`config.mk`:
```
export PLATFORM = sky130hd
export DESIGN_NAME = picosoc_a2_eventq
export DESIGN_NICKNAME = d
export VERILOG_FILES = /design/src/rtl/picosoc_a2_eventq.sv
export SDC_FILE = /design/constraint.sdc
export NUM_CORES = 1
export LEC_CHECK = 0
export BUFFER_PORTS_ARGS = -buffer_cell sky130_fd_sc_hd__buf_2
export CAP_MARGIN = 20
export CORE_ASPECT_RATIO = 2
export CORE_MARGIN = 2
export CORE_UTILIZATION = 25
export CTS_BUF_LIST = sky130_fd_sc_hd__clkbuf_16
export DETAILED_ROUTE_END_ITERATION = 6
export GPL_ROUTABILITY_DRIVEN = 1
export SLEW_MARGIN = 20
export SYNTH_ARGS = -nofsm -noshare
export SYNTH_HDL_FRONTEND = slang
export SYNTH_HIERARCHICAL = 1
export SYNTH_SLANG_ARGS = --single-unit
```
`constraint.sdc`:
```
create_clock -name clk -period 2.93 [get_ports clk]
set_input_delay 0.293 -clock clk [delete_from_list [all_inputs] [get_ports clk]]
set_output_delay 0.293 -clock clk [all_outputs]
set_load 0.1 [all_outputs]
```
`src/rtl/picosoc_a2_eventq.sv`:
```
// -----------------------------------------------------------------------------
// picosoc_a2_eventq
//
// Event queue that sits between a PicoSoC memory-mapped bus and two event
// sources: a keyboard (keycodes) and the Apple II bus (writes to a single
// command address). Each source feeds its own FIFO. The PicoSoC pops entries,
// inspects status, clears sticky overflow flags, flushes the queues and
// enables a level interrupt through five registers decoded from addr[4:2].
//
// Ports:
//   clk, resetn                single clock, asynchronous active-low reset
//   iomem_valid/wstrb/addr/wdata  PicoSoC bus request (wstrb != 0 means write)
//   iomem_rdata, iomem_ready   registered read data and one-cycle completion
//   key_strobe, key_code       one-cycle keypress event and its keycode
//   a2_wr_strobe, a2_addr, a2_data  Apple II bus write cycle
//   irq                        registered level interrupt
//
// Register map (addr[4:2]):
//   0 KEY_DATA  R    {23'b0, valid, code}, pops when non-empty
//   1 CMD_DATA  R    {23'b0, valid, data}, pops when non-empty
//   2 STATUS    R/W1C  [0] key ne, [1] cmd ne, [2] key ovf, [3] cmd ovf,
//                      [15:8] key count, [23:16] cmd count
//   3 IRQ_EN    R/W  [0] key ne, [1] cmd ne, [2] overflow
//   4 FLUSH     W    [0] empty key FIFO, [1] empty cmd FIFO; reads 0
// -----------------------------------------------------------------------------

// Byte-wide FIFO used for both event queues. The overflow output flags a push
// that was refused because the FIFO was full and nothing left this cycle.
module picosoc_a2_eventq_fifo #(
    parameter int DEPTH = 16
) (
    input  logic                      clk,
    input  logic                      resetn,
    input  logic                      push,
    input  logic [7:0]                push_data,
    input  logic                      pop_req,
    input  logic                      flush,
    output logic [7:0]                head,
    output logic [$clog2(DEPTH):0]    count,
    output logic                      not_empty,
    output logic                      overflow
);

    localparam int AW = $clog2(DEPTH);
    localparam int CW = AW + 1;
    localparam logic [CW-1:0] FULL_COUNT = CW'(DEPTH);

    logic [7:0]    mem [DEPTH];
    logic [AW-1:0] wr_ptr;
    logic [AW-1:0] rd_ptr;
    logic          full;
    logic          pop;
    logic          push_ok;

    assign not_empty = (count != '0);
    assign full      = (count == FULL_COUNT);
    assign head      = mem[rd_ptr];

    // Flush dominates everything. A pop frees a slot in the same cycle, so a
    // push into a full FIFO is still accepted when it coincides with a pop.
    assign pop      = pop_req & not_empty & ~flush;
    assign push_ok  = push & ~flush & (~full | pop);
    assign overflow = push & ~flush & full & ~pop;

    // Storage carries no reset; only the pointers define what is valid.
    always_ff @(posedge clk) begin
        if (push_ok) begin
            mem[wr_ptr] <= push_data;
        end
    end

    // Pointers are exactly log2(DEPTH) bits wide, so they wrap modulo DEPTH.
    always_ff @(posedge clk or negedge resetn) begin
        if (!resetn) begin
            wr_ptr <= '0;
            rd_ptr <= '0;
            count  <= '0;
        end else if (flush) begin
            wr_ptr <= '0;
            rd_ptr <= '0;
            count  <= '0;
        end else begin
            if (push_ok) begin
                wr_ptr <= wr_ptr + 1'b1;
            end
            if (pop) begin
                rd_ptr <= rd_ptr + 1'b1;
            end
            case ({push_ok, pop})
                2'b10:   count <= count + 1'b1;
                2'b01:   count <= count - 1'b1;
                default: count <= count;
            endcase
        end
    end

endmodule

module picosoc_a2_eventq #(
    parameter int          KEY_DEPTH = 16,
    parameter int          CMD_DEPTH = 16,
    parameter logic [15:0] CMD_ADDR  = 16'hC7FF
) (
    input  logic        clk,
    input  logic        resetn,
    input  logic        iomem_valid,
    input  logic [3:0]  iomem_wstrb,
    input  logic [31:0] iomem_addr,
    input  logic [31:0] iomem_wdata,
    output logic [31:0] iomem_rdata,
    output logic        iomem_ready,
    input  logic        key_strobe,
    input  logic [7:0]  key_code,
    input  logic        a2_wr_strobe,
    input  logic [15:0] a2_addr,
    input  logic [7:0]  a2_data,
    output logic        irq
);

    localparam logic [2:0] REG_KEY_DATA = 3'd0;
    localparam logic [2:0] REG_CMD_DATA = 3'd1;
    localparam logic [2:0] REG_STATUS   = 3'd2;
    localparam logic [2:0] REG_IRQ_EN   = 3'd3;
    localparam logic [2:0] REG_FLUSH    = 3'd4;

    logic        req_accept;
    logic        rd_accept;
    logic        wr_accept;
    logic [2:0]  reg_sel;

    logic        key_pop_req;
    logic        cmd_pop_req;
    logic        key_flush;
    logic        cmd_flush;
    logic        cmd_push;
    logic        clr_key_ovf;
    logic        clr_cmd_ovf;
    logic        irq_en_wr;

    logic [7:0]  key_head;
    logic [7:0]  cmd_head;
    logic [$clog2(KEY_DEPTH):0] key_count;
    logic [$clog2(CMD_DEPTH):0] cmd_count;
    logic        key_ne;
    logic        cmd_ne;
    logic        key_overflow;
    logic        cmd_overflow;

    logic        key_ovf;
    logic        cmd_ovf;
    logic [2:0]  irq_en;
    logic        irq_next;
    logic [31:0] rdata_next;
    logic [31:0] status_word;

    // Address and data bits that the register map never looks at.
    logic        unused_bits;
    assign unused_bits = &{1'b0, iomem_addr[31:5], iomem_addr[1:0], iomem_wdata[31:4]};

    // A request is taken only while ready is low, so a master that keeps
    // valid high through the ready cycle still gets a single completion.
    assign req_accept = iomem_valid & ~iomem_ready;
    assign rd_accept  = req_accept & ~(|iomem_wstrb);
    assign wr_accept  = req_accept & (|iomem_wstrb);
    assign reg_sel    = iomem_addr[4:2];

    assign key_pop_req = rd_accept & (reg_sel == REG_KEY_DATA);
    assign cmd_pop_req = rd_accept & (reg_sel == REG_CMD_DATA);
    assign key_flush   = wr_accept & (reg_sel == REG_FLUSH) & iomem_wdata[0];
    assign cmd_flush   = wr_accept & (reg_sel == REG_FLUSH) & iomem_wdata[1];
    assign clr_key_ovf = wr_accept & (reg_sel == REG_STATUS) & iomem_wdata[2];
    assign clr_cmd_ovf = wr_accept & (reg_sel == REG_STATUS) & iomem_wdata[3];
    assign irq_en_wr   = wr_accept & (reg_sel == REG_IRQ_EN);
    assign cmd_push    = a2_wr_strobe & (a2_addr == CMD_ADDR);

    picosoc_a2_eventq_fifo #(.DEPTH(KEY_DEPTH)) u_key_fifo (
        .clk       (clk),
        .resetn    (resetn),
        .push      (key_strobe),
        .push_data (key_code),
        .pop_req   (key_pop_req),
        .flush     (key_flush),
        .head      (key_head),
        .count     (key_count),
        .not_empty (key_ne),
        .overflow  (key_overflow)
    );

    picosoc_a2_eventq_fifo #(.DEPTH(CMD_DEPTH)) u_cmd_fifo (
        .clk       (clk),
        .resetn    (resetn),
        .push      (cmd_push),
        .push_data (a2_data),
        .pop_req   (cmd_pop_req),
        .flush     (cmd_flush),
        .head      (cmd_head),
        .count     (cmd_count),
        .not_empty (cmd_ne),
        .overflow  (cmd_overflow)
    );

    assign status_word = {8'b0, 8'(cmd_count), 8'(key_count),
                          4'b0, cmd_ovf, key_ovf, cmd_ne, key_ne};

    // Read data is formed from the state seen in the accept cycle, so a
    // coincident push is not visible to the read that pops in that cycle.
    always_comb begin
        rdata_next = 32'b0;
        if (rd_accept) begin
            case (reg_sel)
                REG_KEY_DATA: if (key_ne) rdata_next = {23'b0, 1'b1, key_head};
                REG_CMD_DATA: if (cmd_ne) rdata_next = {23'b0, 1'b1, cmd_head};
                REG_STATUS:   rdata_next = status_word;
                REG_IRQ_EN:   rdata_next = {29'b0, irq_en};
                default:      rdata_next = 32'b0;
            endcase
        end
    end

    assign irq_next = (irq_en[0] & key_ne) | (irq_en[1] & cmd_ne) |
                      (irq_en[2] & (key_ovf | cmd_ovf));

    // Overflow set takes priority over a write-one-to-clear in the same cycle.
    always_ff @(posedge clk or negedge resetn) begin
        if (!resetn) begin
            iomem_ready <= 1'b0;
            iomem_rdata <= 32'b0;
            irq         <= 1'b0;
            irq_en      <= 3'b0;
            key_ovf     <= 1'b0;
            cmd_ovf     <= 1'b0;
        end else begin
            iomem_ready <= req_accept;
            iomem_rdata <= rdata_next;
            irq         <= irq_next;
            if (irq_en_wr) begin
                irq_en <= iomem_wdata[2:0];
            end
            key_ovf <= key_overflow | (key_ovf & ~clr_key_ovf);
            cmd_ovf <= cmd_overflow | (cmd_ovf & ~clr_cmd_ovf);
        end
    end

endmodule

```
==> impl_metrics.toml, run 1 <==
[layout]
multi_input_area_mm2 = 0.00395
instances_no_fill = 1641
post-route-util_pct = 31.1
layout-drive-gt1-share_pct = 29.6
nNetsFinal = 1083
num-fill-cells = 5030
regArea_mm2 = 0.00897
area_delta_synth_final_pct = 23.2

[route]
top_layer = "met4"
routed-via-count = 7284
met2_length_um = 19100
wl_met3_um = 986
wl_met1_um = 9210
drc = 0
wl_per_cell_um = 18.6
firstDrtPassIters = 4
vias_per_cell = 4.44
dr.first_iter.drc_count = 425
routed_wl_um = 30600
ant_nets = 0

[status]
status = "completed"

[critical_path]
ff2ff_path_depth = 12
path_max_fanout = 4
crit_required_ns = 3.41
crit_cells = 12
crit_start = "iomem_ready"
cp_top_family = "simple AND/OR/NAND/NOR gates"
crit_path_start_kind = "flop"
cp_slowest_cell = "dfrtp_4"
timing_worst_setup_path_type = "reg2reg"
crit_path_end_kind = "flop"
crit_path_cell_trace = "nand2b_4 > or4_4 > nor2_4 > nand2_2 > or3_4 > inv_4 > ha_1 > nor2_2 > a21oi_2 > or3_1 > a21o_1 > a31oi_1"
crit_end = "u_key_fifo/count[4]"
worstPathArrival_ns = 3.36
r2r_end = "u_key_fifo/count[4]"
reg2reg_slack_ns = 0.05
crit_buf_inv = 1
r2r_start = "iomem_ready"
slowest_delay_ns = 0.47

[sta]
post-route-min-period_ns = 2.88
setup_viol = 0
fin_setup_tns_ns = 0
worst_pin_slew_ns = 0.745
hold_violations = 0
finalClockSkew_ns = 0.0113
slew_headroom_pct = 50.3
period_share_pct = 98.2
fmax_ghz = 0.348
grt_setup_unrepaired = "yes"
final-max-slew-violation-count = 0
hold_ws_ns = 0.0758

[synthesis]
synth.distinct_cells = 59
synth-async-reset-ratio_pct = 16.6
synthCells = 819
synthMuxAreaShare_pct = 11.4
synth_compound_area_share_pct = 6.47
synth-adder-area-share_pct = 1.84
synthSimpleGateAreaFrac_pct = 7.93
syn_area_mm2 = 0.0130
synthTopCellsByCount = "edfxtp_1, dfrtp_1, mux2i_1"
synth_flop_cell = "edfxtp_1"
synth_top_area_share_pct = 58.9
yosys.area.top_type = "edfxtp_1"
synthTopCellsByArea = "edfxtp_1, dfrtp_1, mux4_2"
synth_seq_cells = 307
synth_area_per_cell_um2 = 15.9
synth_warnings = 6
synth_top_family_by_area = "multiplexers"
synth_edf_count = 256
yosysMostFrequentCell = "edfxtp_1"
seq_area_frac_synth_pct = 68.7
synth_xor_area_share_pct = 1.07

[die]
dieWidth_um = 166
coreArea_mm2 = 0.0517
start_util_pct = 25.2
ios = 139
rows = 118
chipHeight_um = 327
dieArea_mm2 = 0.0541

[clocking]
clockRootBuffer = "clkbuf_16"
cts.htree.levels = 1
cts.sinks = 307
cts_tree = "yes"
path_clk_slew_ns = 0.07
worstSkewPairLatency_ns = 0.56
numCtsBuffers = 25
clockBufferDepth = 3

[global_route]
grt_max_degree = 33
grt_pass1_vias = 7693
grtUsageTotal_pct = 11.3
grt_pass1_wl_um = 45600
antenna_found_initial = 2
grt-ovfl-total = 0

[placed_design]
dpl.hpwl_um = 23100
placed_cells = 1588
port_buffers = 67
place_congestion = 0.788

[min_path]
hp-class = "in2reg"

[run]
maxCapViolCount = 0

[power]
finalPower_mw = 10.3
p_per_area_mw_per_mm2 = 644
leakagePower_nw = 5.59
vdd_drop_max_uv = 288
-- metrics by stage --
stage               cell area (µm²)  setup slack, ns
floorplan                     13100           -0.225
global placement              15000           -0.314
detailed placement            15000           -0.341
CTS                           16000          0.00601
global route                  16100          -0.0545
finish                        16100           0.0525
-- metal layers --
| layer | track usage [%] | vias up |
|---|---|---|
| met3 | 1.35 | 63 |
| met2 | 24.0 | 142 |
| li1 | - | 3415 |
| met4 | 5.25 | 0 |
| met5 | 0 | - |
| met1 | 9.78 | 3664 |
-- cells in the final DEF (no fill, tap or decap), drive strengths merged, types with 5 or more instances in the layout --
master  instances
buf           147
and3            9
a21o            6
a22oi          21
inv            20
dfrtp          51
o21ai          40
ha             16
or4             5
nor2           33
nand4           5
clkbuf         25
nand2          37
and2           39
edfxtp        256
nor2b           5
clkinv          9
or3            10
a21oi          24
conb           14
a211oi          5
nand2b          9
mux4           32
mux2           24
xor2           12
mux2i          50
nand3           8
a221oi         16
-- worst min-delay path by stage --
stage / from / to / slack [ns] / depth (start not counted)
global placement: resetn / iomem_rdata[18] / 0.40 / 1
floorplan: resetn / cmd_ovf / -0.003 / 0
CTS: iomem_wdata[3] / cmd_ovf / 0.06 / 3
detailed placement: resetn / iomem_rdata[18] / 0.41 / 1
global route: iomem_wdata[3] / cmd_ovf / 0.07 / 3
finish: iomem_wdata[3] / cmd_ovf / 0.08 / 3
-- timing repair --
item	4_1_cts	5_1_grt
buffers inserted	0	1
endpoints found under the hold margin	33	0
resized for setup	2	17
setup endpoints to repair	10	20
hold buffers	4	0
pin swaps	1	4
cloned	0	0
-- cells by family after synthesis --
| family | after synthesis |
|---|---|
| compound gates | 124 |
| xor+xnor | 16 |
| fa+ha+maj | 18 |
| buf+inv | 65 |
| flops | 307 |
| mux | 106 |
| other cells | 1 |
| simple gates | 182 |
-- registers in the layout (all words and copies together) (netlist names) --
signal / cells
u_key_fifo/rd_ptr: 4
u_cmd_fifo/count: 5
key_ovf: 1
u_cmd_fifo/rd_ptr: 4
iomem_ready: 1
u_key_fifo/mem: 128
u_cmd_fifo/wr_ptr: 4
u_cmd_fifo/mem: 128
irq: 1
u_key_fifo/count: 5
iomem_rdata: 18
cmd_ovf: 1
irq_en: 3
u_key_fifo/wr_ptr: 4
-- area by class of cell --
| class | count | area share [%] |
|---|---|---|
| Sequential cell | 307 | 55.8 |
| Multi-Input combinational cell | 460 | 24.6 |
| Timing Repair Buffer | 151 | 8.64 |
| Tap cell | 660 | 5.14 |
| Clock buffer | 25 | 3.89 |
| Clock inverter | 21 | 1.46 |
| Inverter | 15 | 0.397 |
| Antenna cell | 2 | 0.0312 |
-- power by group --
group	leakage, nW	internal [mW]	switching (mW)
Clock	0.425	1.94	1.59
Combinational	2.18	0.714	0.869
Sequential	2.98	5.02	0.215
-- worst min-delay path, cell delays in order --
cell and delay, ns:
buf_2 0.10, nand4_1 0.09, a21o_1 0.11
Note: power is estimated with default switching activity, not from simulation.
==> run 2: changes to the inputs <==
- CORE_UTILIZATION: 25 -> 28
==> run 2 against run 1 <==
  * Clock skew increased by 0.0088 ns
  * Clock-buffer cell count decreased by 1
  * Sequential cell count is the same
  * Combinational power about the same
  * Total power shrank 0.50%
  * Worst setup slack better by 0.020 ns
  * Fmax is 0.72% higher
  * Non-clock buffer count is 3 lower
  * Sequential share of layout area grew 0.33 points
  * Global-route usage rose by 1.0 points
  * Critical path depth unchanged
  * Via count is 0.40% lower
  * Critical path type unchanged
  * Highest routed layer unchanged
==> impl_metrics.toml, run 2 (same netlist as run 1, synthesis figures left out) <==
[route]
drc = 0
routed-via-count = 7255
ant_nets = 0
routed_wl_um = 29800
dr.first_iter.drc_count = 418
firstDrtPassIters = 4
wl_per_cell_um = 18.7
vias_per_cell = 4.55

[layout]
mostFrequentLayoutCells = "edfxtp_1, buf_2, mux2i_1, dfrtp_1, buf_4"
post-route-util_pct = 34.7
nNetsFinal = 1079
instances_no_fill = 1596
num-fill-cells = 4348
largest_registers = "u_cmd_fifo/mem: 128 flops, u_key_fifo/mem: 128 flops, iomem_rdata: 18 flops"
layout_commonest_cell = "edfxtp_1"
layout-drive-gt1-share_pct = 29.1
area_delta_synth_final_pct = 22.4

[sta]
fin_setup_tns_ns = 0
finalClockSkew_ns = 0.0201
worst_pin_slew_ns = 0.685
fmax_ghz = 0.350
grt_setup_unrepaired = "yes"
final-max-slew-violation-count = 0
period_share_pct = 97.5
hold_violations = 0
slew_headroom_pct = 54.4
post-route-min-period_ns = 2.86
setup_viol = 0

[clocking]
clockRootBuffer = "clkbuf_16"
numCtsBuffers = 24
cts.htree.levels = 1
cts.sinks = 307
path_clk_slew_ns = 0.07
clockBufferDepth = 3
worstSkewPairLatency_ns = 0.56
cts_tree = "yes"

[global_route]
grt_pass1_vias = 7644
grt_max_degree = 45
antenna_found_initial = 0
grt_pass1_wl_um = 44900
grt-ovfl-total = 0
grtUsageTotal_pct = 12.3

[critical_path]
crit_required_ns = 3.40
r2r_start = "iomem_ready"
worstPathArrival_ns = 3.33
crit_path_end_kind = "flop"
path_max_fanout = 4
timing_worst_setup_path_type = "reg2reg"
crit_start = "iomem_ready"
crit_path_start_kind = "flop"
reg2reg_slack_ns = 0.07

[min_path]
hp-class = "in2reg"
hp-start = "iomem_wdata[1]"

[status]
status = "completed"

[die]
dieArea_mm2 = 0.0484
start_util_pct = 28.4
dieWidth_um = 157
rows = 111
coreArea_mm2 = 0.0460
chipHeight_um = 309
ios = 139

[placed_design]
placed_cells = 1546
port_buffers = 67
place_congestion = 0.771
dpl.hpwl_um = 22300

[power]
leakagePower_nw = 5.56
vdd_drop_max_uv = 321
p_per_area_mw_per_mm2 = 645

[run]
maxCapViolCount = 0
[run 2: stage by stage]
stage	hold slack [ns]	power [mW]	setup slack (ns)	instance area (µm²)
after floorplan	-0.00259	6.20	-0.225	13100
after global placement	0.487	6.82	-0.296	15000
after global routing	0.00962	10.7	-0.0813	16000
final	0.0256	10.3	0.0730	16000
after detailed placement	0.498	6.87	-0.363	15000
after CTS	0.00538	10.4	0.00400	15900
[run 2: per-layer routing]
metal,up-vias,global-route usage (%),wire (µm)
li1,3407,-,-
met1,3678,11.0,9490
met2,137,26.4,18500
met3,33,1.37,780
met4,0,5.46,1050
met5,-,0,0
[run 2: worst max-delay path, stage by stage, from the launching register on]
cell	delay, ns
dfrtp_4	0.47
nand2b_4	0.15
or4_4	0.46
nor2_4	0.14
nand2_2	0.06
or3_4	0.36
inv_4	0.07
ha_1	0.23
nor2_1	0.13
a21oi_2	0.07
or3_1	0.34
a21o_1	0.19
a31oi_1	0.12
[run 2: final timing paths]
kind	end	depth (start not counted)
hold reg to reg	key_ovf	1
setup / recovery	u_cmd_fifo/count[4]	12
setup reg to reg	u_cmd_fifo/count[4]	12
hold / removal	irq_en[1]	2
max in group asynchronous	iomem_rdata[2]	3
min in group asynchronous	iomem_rdata[18]	2
[run 2: cell type report]
type	instances	area, µm²	area share, %
multi-input cells	460	3930	24.6
diodes	1	2.50	0.0157
flip-flops and latches	307	8970	56.2
inverters	15	63.8	0.400
clock buffers	24	601	3.76
clock inverters	20	239	1.50
well taps	621	777	4.86
repair buffers	148	1390	8.68
[run 2: power by group]
part / internal [mW] / switching, mW
clock: 1.95 / 1.52
sequential: 5.02 / 0.211
combinational: 0.726 / 0.872
[run 2: what timing repair did]
item / in CTS / in global routing
setup endpoints to repair: 4 / 4
resized for setup: 3 / 13
hold buffers: 1 / 0
hold endpoints to repair: 43 / 0
pin swaps: 2 / 3
setup buffers: 0 / 4
